## src/rtl/enc_3_6_seq.sv

```systemverilog
// Sequential greedy encoder from a binary value to a 9-bit Fibonacci-number-system codeword.
// One code bit is resolved per cycle, MSB first, against weights captured when the input is accepted.
module enc_3_6_seq #(
   parameter int BLEN_03   = 6,
   parameter int FNSLEN_03 = 6
) (
   input  logic                 clk,
   input  logic                 rst_n,
   input  logic [BLEN_03-1:0]   in_data,
   input  logic                 in_valid,
   output logic                 in_ready,
   input  logic [FNSLEN_03-1:0] FNS03,
   input  logic [FNSLEN_03-1:0] FNS04,
   input  logic [FNSLEN_03-1:0] FNS05,
   input  logic [FNSLEN_03-1:0] FNS06,
   input  logic [FNSLEN_03-1:0] FNS07,
   input  logic [FNSLEN_03-1:0] FNS08,
   input  logic [FNSLEN_03-1:0] FNS09,
   output logic [8:0]           codeout,
   output logic [8:0]           en_flag,
   output logic                 out_valid,
   input  logic                 out_ready,
   output logic                 err
);

   // state | meaning
   // IDLE  | waiting for an input; in_ready high once out of reset
   // CONV  | resolving code bit idx (8 down to 0), one bit per cycle
   // DONE  | result held on the outputs until out_ready

   typedef enum logic [1:0] {
      IDLE = 2'd0,
      CONV = 2'd1,
      DONE = 2'd2
   } state_t;

   localparam logic [BLEN_03-1:0] LIMIT = BLEN_03'(54);

   state_t                     state, state_n;
   logic [BLEN_03-1:0]         r, r_n;
   logic [3:0]                 idx, idx_n;
   logic [8:0]                 code_n;
   logic                       err_n;
   logic [7*FNSLEN_03-1:0]     wts, wts_n;
   logic [BLEN_03-1:0]         w_sel;
   logic                       rdy;
   logic                       accept;

   // Bits 0 and 1 both weigh 1; higher bits come from the captured weight bank.
   always_comb begin
      w_sel = BLEN_03'(1);
      if (idx >= 4'd2 && idx <= 4'd8) begin
         w_sel = BLEN_03'(wts[(32'(idx) - 2) * FNSLEN_03 +: FNSLEN_03]);
      end
   end

   assign in_ready  = (state == IDLE) && rdy;
   assign accept    = in_valid && in_ready;
   assign out_valid = (state == DONE);
   assign en_flag   = (out_valid && !err) ? 9'h1FF : 9'h000;

   always_comb begin
      state_n = state;
      r_n     = r;
      idx_n   = idx;
      code_n  = codeout;
      err_n   = err;
      wts_n   = wts;
      case (state)
         IDLE: begin
            if (accept) begin
               r_n    = in_data;
               wts_n  = {FNS09, FNS08, FNS07, FNS06, FNS05, FNS04, FNS03};
               idx_n  = 4'd8;
               code_n = 9'h000;
               if (in_data > LIMIT) begin
                  err_n   = 1'b1;
                  state_n = DONE;
               end else begin
                  err_n   = 1'b0;
                  state_n = CONV;
               end
            end
         end
         CONV: begin
            if (r >= w_sel) begin
               code_n[idx] = 1'b1;
               r_n         = r - w_sel;
            end
            if (idx == 4'd0) begin
               state_n = DONE;
            end else begin
               idx_n = idx - 4'd1;
            end
         end
         DONE: begin
            if (out_ready) begin
               state_n = IDLE;
               code_n  = 9'h000;
               err_n   = 1'b0;
            end
         end
         default: begin
            state_n = IDLE;
            code_n  = 9'h000;
            err_n   = 1'b0;
         end
      endcase
   end

   // rdy keeps in_ready low during reset and releases it on the first edge afterwards.
   always_ff @(posedge clk or negedge rst_n) begin
      if (!rst_n) begin
         state   <= IDLE;
         r       <= '0;
         idx     <= 4'd8;
         codeout <= 9'h000;
         err     <= 1'b0;
         wts     <= '0;
         rdy     <= 1'b0;
      end else begin
         state   <= state_n;
         r       <= r_n;
         idx     <= idx_n;
         codeout <= code_n;
         err     <= err_n;
         wts     <= wts_n;
         rdy     <= 1'b1;
      end
   end

endmodule

```

## config.mk

```make
export PLATFORM = sky130hd
export DESIGN_NAME = enc_3_6_seq
export DESIGN_NICKNAME = d
export VERILOG_FILES = /design/src/rtl/enc_3_6_seq.sv
export SDC_FILE = /design/constraint.sdc
export NUM_CORES = 1
export LEC_CHECK = 0
export ABC_AREA = 1
export BUFFER_PORTS_ARGS = -buffer_cell sky130_fd_sc_hd__buf_4
export CORE_MARGIN = 1.5
export CORE_UTILIZATION = 37
export DETAILED_ROUTE_END_ITERATION = 12
export PLACE_DENSITY = 0.55
export SYNTH_ARGS = -nofsm -noshare
export SYNTH_HDL_FRONTEND = slang
export SYNTH_SLANG_ARGS = --single-unit
```

## constraint.sdc

```tcl
create_clock -name clk -period 3.3 [get_ports clk]
set_input_delay 0.99 -clock clk [delete_from_list [all_inputs] [get_ports clk]]
set_output_delay 0.99 -clock clk [all_outputs]
set_load 0.02 [all_outputs]
```

==> metrics.txt <==
Slew headroom 44.0%; sequential share of the synthesized area 34.3%; crit-path max FO 8; failing checks setup timing; worst reg2reg startpoint idx[2]; end of the worst register-to-register path codeout[4]; Tmin final 3330 ps; starting density of the core 37.7%; FMAX 0.300 GHz; Remaining DRCs 0; largest net degree at the start of global routing 66; Area after DPL 0.00576 sq mm; gr ovfl total 0; worst hold path cell count 1; CTS clk-pin slew, worst paths 50 ps; Yosys top cell by area dfrtp_1; Synth Instances 633; Reg2Reg Setup Slack -30 ps; final setup margin -29.1 ps; number of diodes 0; initial antenna violation count 0; Die ar. 0.0135 sq mm; Root Driver clkbuf_16; first-pass GRT wire length 21100 um; GPL Wtd Cong 0.942; worst r2r path cells 22; CTS Sinks 65; fillers 1263; worst-case hold path end point wts[16]; clk_lat worst skew 340 ps; ys flop type dfrtp_1; Worst EP arrival 3560 ps; drt initial violations 243; WL per Instance 14.1 um; # H-tree levels 3; measured slew at the worst slew-check pin 840 ps; post-route design area 0.00638 sq mm; Final Util 50.8%; CP startpoint kind flip-flop; GRT Util Overall 20.4%; Boundary Pins 73; unrepaired setup endpoints after global routing true; num rows 41; DR pass1 iterations 4; chip width 116 um; Synth area leaders dfrtp_1 (34%), nand2_1 (14%), nand3_1 (11%), mux2_2 (7.8%), ha_1 (4.2%); Syn Nets 702; IO buf count 72; endpoints failing setup 10; library cells used by synthesis 47; HPWL Detailed 9870 um; count leader, synth nand2_1; core area 0.0126 sq mm; total of max-cap violations 0; layout cell share with drive strength beyond 1 36.0%; crit share post-route 101%; routed vias 4630; post-detailed-route count of antenna-violating nets 0; Seq cells post-synth 65; hold buffers post-CTS 0; vias in the first global route 4492; # nets final 813; Bufs on Longest Clock Path 2; Fin. Hold Viols 0; Setup crit end kind flip-flop; area share of the largest cell type after synthesis 33.8%; Yosys warning total 0; Synth Cell Area 0.00474 sq mm; Worst Skew 3.38 ps; WS Path Type flip-flop to flip-flop; Min Hold Slack 516 ps; outcome finished, violations left; Syn Area/Cell 7.49 sq um; TritonCTS clock tree yes; min-delay src wts[16]; final WL 13000 um; EDFF count, synth 0; Hold Crit Class flip-flop to flip-flop; Final Max Tran Viols 0; Multi-input gate area 0.00295 sq mm; Async SR Flop Fraction 100%; P&R area growth vs syn 34.6%; Inserted Clock Buffers 9; die height 116 um; Reg area 0.00163 sq mm; via-per-instance ratio 5.03; CP required 3530 ps; Commonest cells post-synth nand2_1 (174), nand3_1 (107), dfrtp_1 (64)
[worst max-delay path by stage]
stage               slack, ps          to   start  cells after the start
floorplan                   2  codeout[1]  idx[1]                     21
global placement         -210        r[0]  idx[3]                     22
detailed placement       -260        r[0]  idx[2]                     23
CTS                       -40        r[2]  idx[2]                     23
global route             -290        r[5]  idx[2]                     20
finish                    -30  codeout[4]  idx[2]                     22
[per-stage QoR]
step / instances / setup TNS (ps) / worst slack, ps
floorplan: 633 / 0 / 2.33
global placement: 897 / -1870 / -209
detailed placement: 897 / -2950 / -264
CTS: 916 / -270 / -37.2
global route: 921 / -3880 / -295
finish: 921 / -137 / -29.1
[sequential cells by signal (all words and copies together) (netlist names)]
name     count
state        2
codeout      9
rdy          1
idx          4
wts         42
r            6
err          1
[timing repair]
item,4_1_cts,5_1_grt
pin swaps,18,18
gates resized for setup,24,43
cloned,1,1
endpoints found under the setup margin,15,15
setup buffers,2,4
[per-layer routing]
metal	global-route usage (%)	vias to the layer above	wire, um
li1	-	2326	-
met1	24.0	2175	5610
met2	35.2	102	6480
met3	4.15	27	532
met4	10.6	0	390
met5	0	-	0
[kinds of logic after synthesis]
family          Yosys count  share of synthesized area, %
simple gates            347                          32.8
buf+inv                  85                          9.18
compound gates           75                          8.89
flops                    65                          34.3
mux                      39                          9.34
fa+ha+maj                17                          4.64
xor+xnor                  4                         0.739
other cells               1                        0.0791
[cell type report]
class,count,share of cell area [%]
Multi-Input combinational cell,484,46.2
Sequential cell,65,25.5
Timing Repair Buffer,134,16.2
Clock buffer,11,3.80
Tap cell,172,3.37
Inverter,49,3.19
Clock inverter,5,1.61
Timing Repair inverter,1,0.0980
[critical path, stage by stage (launching register included)]
cell and delay, ps:
dfrtp_1 360, inv_2 70, ha_4 170, ha_4 270, inv_4 40, ha_4 220, nand3b_1 220, nand2_4 150
nand2_4 80, inv_6 70, o21ai_2 50, nor2_1 130, a21oi_1 110, nand2_2 70, nand2_2 70, ha_4 240
a21oi_2 140, a21boi_2 170, o2111ai_2 140, nand2_2 190, clkinv_4 120, nand3_1 80, o21ai_1 60
[cell usage in the layout, fill, tap and decap left out, drive strengths merged]
| cell type | count |
|---|---|
| a21boi | 1 |
| a21o | 2 |
| a21oi | 25 |
| a22oi | 1 |
| a31o | 1 |
| a31oi | 2 |
| buf | 134 |
| bufinv | 3 |
| clkbuf | 11 |
| clkinv | 3 |
| clkinvlp | 1 |
| conb | 1 |
| dfrtp | 64 |
| dfstp | 1 |
| fa | 1 |
| ha | 16 |
| inv | 48 |
| mux2 | 39 |
| nand2 | 184 |
| nand3 | 109 |
| nand3b | 2 |
| nand4 | 5 |
| nor2 | 42 |
| nor3 | 3 |
| nor3b | 1 |
| o2111ai | 1 |
| o211ai | 3 |
| o21a | 1 |
| o21ai | 36 |
| o22ai | 1 |
| o41ai | 1 |
| or2 | 2 |
| xor2 | 4 |
Power is not shown: default switching activity piles up to over one toggle a cycle in this logic, so the estimate is an artifact.
